**config.mk**
```make
export PLATFORM = sky130hd
export DESIGN_NAME = blit_cycle_sched
export DESIGN_NICKNAME = d
export VERILOG_FILES = /design/src/rtl/blit_cycle_sched.sv
export SDC_FILE = /design/constraint.sdc
export NUM_CORES = 1
export LEC_CHECK = 0
export BUFFER_PORTS_ARGS = -buffer_cell sky130_fd_sc_hd__buf_2
export CAP_MARGIN = 20
export CORE_UTILIZATION = 34
export CTS_BUF_LIST = sky130_fd_sc_hd__clkbuf_8 sky130_fd_sc_hd__clkbuf_16
export CTS_CLUSTER_SIZE = 28
export DETAILED_ROUTE_END_ITERATION = 12
export PLACE_DENSITY = 0.53
export SLEW_MARGIN = 25
export SYNTH_ARGS = -nofsm -noshare
export SYNTH_HDL_FRONTEND = slang
export SYNTH_SLANG_ARGS = --single-unit
```
**constraint.sdc**
```tcl
create_clock -name sys_clk -period 5.2 [get_ports sys_clk]
set_input_delay 1.04 -clock sys_clk [delete_from_list [all_inputs] [get_ports sys_clk]]
set_output_delay 1.04 -clock sys_clk [all_outputs]
set_load 0.005 [all_outputs]
```
**src/rtl/blit_cycle_sched.sv**
```systemverilog
// Blitter inner-loop memory cycle sequencer: source read, destination read, destination write.
// Owns the bus request, drives read/write requests and counts down the remaining iterations.
module blit_cycle_sched #(
   parameter int CNT_W    = 16,
   parameter int GAP_IDLE = 1
) (
   input  logic             sys_clk,
   input  logic             reset,
   input  logic             start,
   input  logic             abort,
   input  logic             srcen,
   input  logic             dsten,
   input  logic [CNT_W-1:0] inner_cnt,
   input  logic             blit_back,
   input  logic             memready,
   input  logic             read_ack,
   output logic             blit_breq,
   output logic             readreq,
   output logic             writereq,
   output logic             sread,
   output logic             dread,
   output logic             step_inner,
   output logic [CNT_W-1:0] remain,
   output logic             busy,
   output logic             done
);

   typedef enum logic [3:0] {
      IDLE, BREQ, SRD, SRDW, DRD, DRDW, DWR, GAP, FIN
   } state_t;

   localparam logic [1:0] GAP_LOAD = 2'(GAP_IDLE > 0 ? GAP_IDLE - 1 : 0);

   state_t           state, state_next, first_phase;
   logic             src_l, dst_l, src_next, dst_next;
   logic [1:0]       gap_cnt, gap_cnt_next;
   logic [CNT_W-1:0] remain_next;
   logic             step_next;

   always_comb begin
      first_phase = DWR;
      if (src_l)
         first_phase = SRD;
      else if (dst_l)
         first_phase = DRD;
   end

   // Memory acceptance only counts while our registered request is actually on the bus.
   always_comb begin
      state_next   = state;
      gap_cnt_next = gap_cnt;
      remain_next  = remain;
      step_next    = 1'b0;
      src_next     = src_l;
      dst_next     = dst_l;
      case (state)
         IDLE: begin
            if (start) begin
               src_next    = srcen;
               dst_next    = dsten;
               remain_next = inner_cnt;
               state_next  = (inner_cnt != '0) ? BREQ : FIN;
            end
         end
         BREQ: begin
            if (blit_back)
               state_next = first_phase;
         end
         SRD: begin
            if (readreq && memready)
               state_next = SRDW;
         end
         SRDW: begin
            if (read_ack)
               state_next = dst_l ? DRD : DWR;
         end
         DRD: begin
            if (readreq && memready)
               state_next = DRDW;
         end
         DRDW: begin
            if (read_ack)
               state_next = DWR;
         end
         DWR: begin
            if (writereq && memready) begin
               step_next = 1'b1;
               if (remain != '0)
                  remain_next = remain - CNT_W'(1);
               if (remain_next == '0 || abort)
                  state_next = FIN;
               else if (GAP_IDLE == 0)
                  state_next = first_phase;
               else begin
                  state_next   = GAP;
                  gap_cnt_next = GAP_LOAD;
               end
            end
         end
         GAP: begin
            if (gap_cnt == 2'd0)
               state_next = first_phase;
            else
               gap_cnt_next = gap_cnt - 2'd1;
         end
         FIN:     state_next = IDLE;
         default: state_next = IDLE;
      endcase
   end

   always_ff @(posedge sys_clk or posedge reset) begin
      if (reset) begin
         state   <= IDLE;
         src_l   <= 1'b0;
         dst_l   <= 1'b0;
         gap_cnt <= 2'd0;
         remain  <= '0;
      end else begin
         state   <= state_next;
         src_l   <= src_next;
         dst_l   <= dst_next;
         gap_cnt <= gap_cnt_next;
         remain  <= remain_next;
      end
   end

   // Outputs follow the upcoming state so requests drop the cycle after acceptance;
   // done trails FIN by one cycle so it coincides with busy falling.
   always_ff @(posedge sys_clk or posedge reset) begin
      if (reset) begin
         blit_breq  <= 1'b0;
         readreq    <= 1'b0;
         writereq   <= 1'b0;
         sread      <= 1'b0;
         dread      <= 1'b0;
         step_inner <= 1'b0;
         busy       <= 1'b0;
         done       <= 1'b0;
      end else begin
         blit_breq  <= (state_next != IDLE) && (state_next != FIN);
         readreq    <= ((state_next == SRD) || (state_next == DRD)) && blit_back;
         writereq   <= (state_next == DWR) && blit_back;
         sread      <= (state_next == SRD) || (state_next == SRDW);
         dread      <= (state_next == DRD) || (state_next == DRDW);
         step_inner <= step_next;
         busy       <= state_next != IDLE;
         done       <= state == FIN;
      end
   end

endmodule

```
## Yosys cells after proc, flatten, opt, wreduce, memory -nomap -nowiden

Cells that the tools add are included.

- Word-level logic and storage cells: 78
- Input port bits: 25
- Bits in registers: 32
- Output and inout bits: 24

- Reduce and logical (&&, ||, !) cells: 20
- Add/sub/neg operators: 2
- Multiplexer cells: 25
- Equal/unequal tests: 18

Operator list:

| operator | number |
|---|---|
| 16-bit 2-to-1 mux | 5 |
| 4-bit 2-to-1 mux | 10 |
| 16-bit one-hot mux with 2 select lines | 1 |
| 4-bit one-hot mux with 8 select lines | 1 |
| 16-bit nonzero test | 2 |
| 4-bit by 3-bit == test with 1-bit output (second input constant) | 7 |
| 4-bit by 2-bit == test with 1-bit output (second input constant) | 4 |
| 16-bit zero test | 1 |
| 16-bit by 1-bit subtractor with 16-bit output (second input constant) | 1 |
| 2-bit 2-to-1 mux | 4 |
| 2-bit inequality test (second input constant) | 4 |
| 1-bit logical AND | 5 |
| 4-bit by 1-bit == test with 1-bit output (second input constant) | 1 |
| 4-bit == test (second input constant) | 1 |
| 4-bit zero test | 1 |
| 1-bit logical OR | 4 |
| 4-bit inequality test (second input constant) | 1 |
| 2-bit one-hot mux with 2 select lines | 1 |
| 4-bit AND reduction | 1 |
| 2-bit nonzero test | 2 |
| 4-bit nonzero test | 1 |
| 3-bit 2-to-1 mux | 1 |
| 3-bit AND reduction | 1 |
| 2-bit zero test | 1 |
| 3 further kinds | 4 |

## Longest topological paths before layout

Gate-level depths: netlist of run 1.

- Depth after elaboration: 12
- Mapped depth: 9
- Depth with buffers taken out: 9

## Least setup slack after synthesis of run 1

OpenSTA, ideal clock, no wires.

- Path kind: input -> register
- Start point: input inner_cnt[14]
- End point: register writereq
- Path buffers: 0
- Arrival: 2787 ps
- Path slack: 2347 ps
- Library setup time: 66 ps
- Data required time: 5134 ps
- Stages: 6
- Path through: or4b_2 > nor4_1 > nor2_1 > or3_1 > a21oi_1 > o311a_1

- Word-level cells in the longest chain between the ends: 6

RTL lines:

| item | line | text |
|---|---|---|
| start, declared | 13 | `input logic [CNT_W-1:0] inner_cnt,` |
| 16-bit nonzero test | 62 | `state_next = (inner_cnt != '0) ? BREQ : FIN;` |
| 4-bit 2-to-1 mux | 62 |  |
| 4-bit 2-to-1 mux | 58 | `if (start) begin` |
| 4-bit one-hot mux with 8 select lines | 56 | `case (state)` |
| 4-bit by 3-bit == test with 1-bit output | 142 | `writereq <= (state_next == DWR) && blit_back;` |
| 1-bit logical AND | 142 |  |
| end signal, assigned | 142 |  |
| end, declared | 19 | `output logic writereq,` |

Every way passes these cells.
A chain may end at the register's enable or synchronous reset.

## Worst setup path after layout of run 1

- Start point: register remain[0]
- End point: register writereq

- Word-level cells in the longest chain between the ends: 11
- Elaborated cells on any way between the ends: 12
- Those cells by class: add/sub: 1; eq/ne: 1; mux: 6; reduce/logical: 4

RTL lines:

| item | line | text |
|---|---|---|
| start, declared | 23 | `output logic [CNT_W-1:0] remain,` |
| start signal, assigned | 123 | `remain <= remain_next;` |
| 16-bit by 1-bit subtractor with 16-bit output or 16-bit nonzero test (tied branches) | 89, 88 |  |
| 16-bit 2-to-1 mux * | 88 | `if (remain != '0)` |
| 16-bit 2-to-1 mux * | 86 | `if (writereq && memready) begin` |
| 16-bit 2-to-1 mux * | 56 |  |
| 16-bit zero test * | 90 | `if (remain_next == '0 \|\| abort)` |
| 1-bit logical OR * | 90 |  |
| 4-bit 2-to-1 mux * | 90 |  |
| 4-bit 2-to-1 mux * | 86 |  |
| 4-bit one-hot mux with 8 select lines * | 56 |  |
| 4-bit by 3-bit == test with 1-bit output * | 142 |  |
| 1-bit logical AND * | 142 |  |

Every way passes the cells marked *; elsewhere a longest branch is shown, timed or not. The select of a mux whose other input is x is not followed.

==> results.yml, run 1 <==
outcome:
  status: "completed"
logic_synthesis:
  synth_top_family_by_area: "simple AND/OR/NAND/NOR gates"
  synth_compound_area_share_pct: 24.7
  yosys_warnings: 0
  yosys-top-cells-area: "dfrtp_1 (37%), o21ai_0 (5.4%), a21oi_1 (4.9%)"
  syn-instance-count: 249
  syn_nets: 276
  seq_area_frac_synth_pct: 37.4
  synthAdderAreaFrac_pct: 1.17
  synth_seq_cells: 32
  synthMuxAreaShare_pct: 2.75
  synthesis.area_um2: 2140
  synth_area_per_cell_um2: 8.60
  yosys.area_share.simple_pct: 28.6
  synth_top_area_cell: "dfrtp_1"
  synth_flop_cell: "dfrtp_1"
  synthXorXnorAreaFrac_pct: 0.818
  synth-edff-count: 0
  synth-async-reset-ratio_pct: 100
  synth_top_area_share_pct: 37.4
  ys_types: 60
cts:
  clk_pin_slew_worst_paths_ns: 0.08
  worstSkewPairLatency_ns: 0.29
  cts-root-buf: "clkbuf_8"
  htree_levels: 2
  max-clock-path-buffers: 2
  cts_inserted_buffers: 5
  cts-hold-fix-buffers: 0
  cts_sinks: 32
  post-cts-setup-buffer-count: 0
  cts_tree: "yes"
  ctsResizeCount: 0
finish:
  reg_top3: "remain (16), state (4), gap_cnt (2)"
  fillers: 604
  drive_gt1_share_pct: 26.5
  stdcell_count: 373
  diodes: 0
  largest_reg_flops: 16
  top_register: "remain"
  final_common_cell: "buf_2"
  final_area_um2: 2560
  synthToLayoutAreaGrowth_pct: 19.6
  multi_input_comb_area_um2: 1250
  layout_common_cells: "buf_2 (48), dfrtp_1 (32), nand2_1 (26)"
  final_nets: 324
  register_area_um2: 801
power:
  ir_worst_vdd_v: 0.000239
  power_leakage_nw: 1.12
  p_per_area_nw_per_um2: 581
worst_hold_path:
  hp-class: "reg2reg"
  whs_path_depth: 1
  hold_end: "gap_cnt[1]$_DFFE_PP0P_"
  min-delay-start: "gap_cnt[1]$_DFFE_PP0P_"
placed_design:
  dp_hpwl_um: 4590
  dp.cells: 365
  port_buffers: 48
  placed_cell_area_um2: 2450
  dp_slack_ns: 2.09
  gp_congestion: 0.902
sta:
  drv_slew: 0
  fin_crit_ns: 3.12
  setup_viol: 0
  slew_headroom_pct: 49.0
  fmax_mhz: 320
  fin_skew_ns: 0.00618
  fin_crit_sh_pct: 60.0
  finalHoldViolCount: 0
  tns_ns: 0
  layout_setup_ws_ns: 2.08
  hold_slack_ns: 0.525
  rsz0062_at_grt: "false"
  tightestPinTransition_ns: 0.765
global_routing:
  grt_antenna_before_repair: 0
  grt_max_degree: 33
  grt_overflow_total: 0
  grt_use_total_pct: 20.2
  grt_first_pass_wirelength_um: 10100
  grt_pass1_vias: 1973
detailed_routing:
  vias: 2131
  vias_per_cell: 5.71
  wirelength_um: 6240
  drt-initial-drc-count: 235
  dr.pass1.iters: 5
  drc: 0
  avgRoutedWirePerCell_um: 16.7
  antenna_left: 0
job:
  drv_cap: 0
die:
  dieArea_um2: 6620
  core_um2: 5990
  start_util_pct: 35.8
  fp.dieH_um: 81.4
  die_w_um: 81.4
  num_rows: 28
  io_pins: 49
setup_path:
  timing.rr.start: "remain[0]$_DFFE_PP0P_"
  regToRegSetupSlack_ns: 2.08
  required_ns: 5.38
  critical_path_class: "reg2reg"
  cp-start-kind: "register"
  endpoint_kind: "register"
  rr_endpoint: "writereq$_DFF_PP0_"
  cp_max_fo: 8
  cp.arrival_ns: 3.30
  reg2regPathDepth: 9
cells by family (layout without fill, tap and decap cells):
| group | count (synthesis) | count (layout) |
|---|---|---|
| and+or+nand+nor | 106 | 106 |
| DFF | 32 | 32 |
| buffers and inverters | 22 | 71 |
| adders and majority gates | 2 | 2 |
| xor gates and xnor gates | 2 | 2 |
| AOI/OAI and AO/OA | 80 | 80 |
| muxes | 5 | 5 |
layout make-up:
type,count,area share (%)
multi-input combinational,195,48.7
clock buffer,5,2.69
timing repair buffer,51,10.3
sequential,32,31.3
inverter,12,1.76
tap,75,3.66
clock inverter,3,1.66
stage by stage:
step / utilization (%) / total power [W]
2_1_floorplan: - / 0.00101
3_3_place_gp: 40.9 / 0.00125
3_5_place_dp: 40.9 / 0.00124
4_1_cts: 42.8 / 0.00149
5_1_grt: 42.8 / 0.00162
6_report: 42.8 / 0.00149
worst max-delay path: stages (launching register included):
cell     delay [ns]
dfrtp_1        0.48
inv_1          0.14
ha_1           0.31
nor4b_1        0.54
nand2_1        0.23
o31ai_1        0.36
and4b_4        0.30
a41oi_4        0.13
and2_1         0.21
o311a_1        0.32
worst max-delay path by stage:
stage | to | start | cells past startpoint | slack [ns]
CTS | gap_cnt[1]$_DFFE_PP0P_ | remain[0]$_DFFE_PP0P_ | 9 | 2.19
detailed placement | blit_breq$_DFF_PP0_ | inner_cnt[14] | 7 | 2.09
finish | writereq$_DFF_PP0_ | remain[0]$_DFFE_PP0P_ | 9 | 2.08
global route | writereq$_DFF_PP0_ | remain[0]$_DFFE_PP0P_ | 9 | 1.93
global placement | writereq$_DFF_PP0_ | inner_cnt[10] | 8 | 2.10
floorplan | writereq$_DFF_PP0_ | inner_cnt[14] | 6 | 2.35
layer usage:
| metal | wire [µm] | track usage (%) |
|---|---|---|
| met1 | 3010 | 28.4 |
| met5 | 0 | 0 |
| met3 | 385 | 3.71 |
| met4 | 132 | 7.32 |
| met2 | 2720 | 30.6 |
report_power, final:
group	total [W]	internal, W	switching (W)	leakage (nW)
clock	0.000246	0.000142	0.000104	0.0541
combinational	0.000708	0.000302	0.000405	0.670
sequential	0.000535	0.000350	0.000185	0.396
Yosys cell counts (all sizes together), types with 2 or more instances:
library cell   n
o21ai         23
nor3           8
ha             2
a22oi          3
buf            3
mux2           4
a31oi          3
and3           3
nand3b         2
clkbuf         7
nand4          5
o211ai         2
nand3          8
a21o           2
or3            5
o31ai          3
xor2           2
nor2          23
o22ai          4
nand2         26
nor2b          4
dfrtp         32
a21oi         23
or4            4
a2bb2oi        2
nor4          10
inv           12
(Power assumes the default switching activity.)
==> run 2, diff against run 1 <==
Settings changed: PLACE_DENSITY 0.53 to 0.55.
Clock period 5.2 ns to 2.6 ns, I/O delays scaled along.
==> run 2 against run 1 <==
Net effect:
- cell count up 6.7%
- power up 120%
- critical path type unchanged
- largest power group unchanged
- register-to-register slack worse by 2.0 ns
- die area unchanged
- non-clock buffer count up 25
- global-route usage up 1.1 points
==> results.yml, run 2 (synthesized netlist as in run 1, its figures left out) <==
global_routing:
  grt_pass1_vias: 2092
  grt_first_pass_wirelength_um: 10400
  grt_max_degree: 33
  grt_overflow_total: 0
  grt_use_total_pct: 21.3
  grt_antenna_before_repair: 0
cts:
  cts_sinks: 32
  clk_pin_slew_worst_paths_ns: 0.07
  cts-root-buf: "clkbuf_8"
  cts_tree: "yes"
  cts-hold-fix-buffers: 0
  cts_inserted_buffers: 5
  worstSkewPairLatency_ns: 0.29
  htree_levels: 2
  max-clock-path-buffers: 2
die:
  num_rows: 28
  core_um2: 5990
  start_util_pct: 35.8
  io_pins: 49
  fp.dieH_um: 81.4
  dieArea_um2: 6620
  die_w_um: 81.4
worst_hold_path:
  hp-class: "in2async"
detailed_routing:
  wirelength_um: 6550
  vias_per_cell: 5.61
  drc: 0
  vias: 2234
  antenna_left: 0
  dr.max_layer_used: "met4"
  dr_wl_met3_um: 470
  wl_met1_um: 2970
  drt-initial-drc-count: 139
  avgRoutedWirePerCell_um: 16.4
  dr.pass1.iters: 4
  wl_met2_um: 2950
sta:
  fin_crit_ns: 2.50
  fin_skew_ns: 0.00171
  slew_headroom_pct: 65.8
  fmax_mhz: 400
  tightestPinTransition_ns: 0.509
  setup_viol: 0
  finalHoldViolCount: 0
  drv_slew: 0
  layout_setup_ws_ns: 0.0971
  fin_crit_sh_pct: 96.3
finish:
  largest_reg_flops: 16
  synthToLayoutAreaGrowth_pct: 32.1
  final_nets: 349
  stdcell_count: 398
  diodes: 0
  fillers: 605
  final_area_um2: 2830
  reg_top3: "remain (16), state (4), gap_cnt (2)"
  final_common_cell: "buf_2"
  post-route-util_pct: 47.2
  layout_common_cells: "buf_2 (48), dfrtp_1 (30), buf_4 (28)"
  drive_gt1_share_pct: 34.7
  top_register: "remain"
setup_path:
  critical_path.cell_chain: "or4_4 > or3_4 > a31oi_2 > and4b_4 > a41oi_4 > a21oi_2 > mux2_4"
  cpPeakStageDelay_ns: 0.56
  cp_max_fo: 5
  cp_slowest_cell: "or4_4"
  critical_path_class: "reg2reg"
  cp-start-kind: "register"
  cp.arrival_ns: 2.68
  endpoint_kind: "register"
  required_ns: 2.78
power:
  power_leakage_nw: 1.26
  total_power_w: 0.00333
  ir_worst_vdd_v: 0.000536
  p_per_area_nw_per_um2: 1180
job:
  drv_cap: 0
placed_design:
  dp_hpwl_um: 4720
  port_buffers: 48
  gp_congestion: 0.892
  dp_slack_ns: -0.0231
  dp.cells: 385
  placed_cell_area_um2: 2610
outcome:
  status: "completed"
run 2: changes by cell type in the layout (fill, tap and decap cells not counted), sizes merged:
cell and delta:
buf +25, clkbuf +2, clkinv -1, clkinvlp -1
run 2: repair_timing:
item	CTS	global route
resized for setup	0	13
buffers inserted	0	5
endpoints found under the setup margin	0	9
endpoints found under the hold margin	0	0
run 2: power by group:
part / internal, W / leakage [nW] / switching, W / total, W
logic: 0.000815 / 0.804 / 0.00103 / 0.00185
clock network: 0.000338 / 0.0645 / 0.000204 / 0.000542
registers: 0.000705 / 0.393 / 0.000232 / 0.000937
run 2: layout make-up:
| class | count | area [µm²] | share of cell area, % |
|---|---|---|---|
| clock buffers | 7 | 96.3 | 3.41 |
| multi-input cells | 195 | 1310 | 46.3 |
| well taps | 75 | 93.8 | 3.32 |
| inverters | 12 | 45.0 | 1.59 |
| clock inverters | 1 | 30.0 | 1.06 |
| flip-flops and latches | 32 | 803 | 28.4 |
| repair buffers | 76 | 450 | 15.9 |
run 2: final timing paths:
check / cells past startpoint / from / slack [ns] / endpoint
worst max-delay path: 7 / remain[3]$_DFFE_PP0P_ / 0.1 / gap_cnt[1]$_DFFE_PP0P_
worst min-delay path: 3 / reset / 0.31 / remain[4]$_DFFE_PP0P_
worst max register to register: 7 / remain[3]$_DFFE_PP0P_ / 0.1 / gap_cnt[1]$_DFFE_PP0P_
worst min register to register: 1 / gap_cnt[1]$_DFFE_PP0P_ / 0.52 / gap_cnt[1]$_DFFE_PP0P_
max in group asynchronous: 3 / reset / 1.97 / remain[5]$_DFFE_PP0P_
min in group sys_clk: 2 / srcen / 0.45 / src_l$_DFFE_PP0P_
run 2: per-layer routing:
metal,track usage (%),vias to the layer above
li1,-,1078
met1,29.0,1065
met2,32.5,79
met3,4.94,12
met4,8.21,0
met5,0,-
run 2: stage by stage:
stage          setup TNS (ns)  hold slack, ns
2_1_floorplan               0           0.481
3_3_place_gp                0           0.502
3_5_place_dp          -0.0396           0.495
4_1_cts                     0           0.322
5_1_grt              -0.00470           0.370
6_report                    0           0.309
run 2: worst max-delay path, delay by kind of cell, from the launching register on:
family | cells | cell delay (ns)
AO/OA/AOI/OAI | 3 | 0.56
flip-flops | 1 | 0.38
multiplexers | 1 | 0.30
AND/OR/NAND/NOR | 3 | 1.16
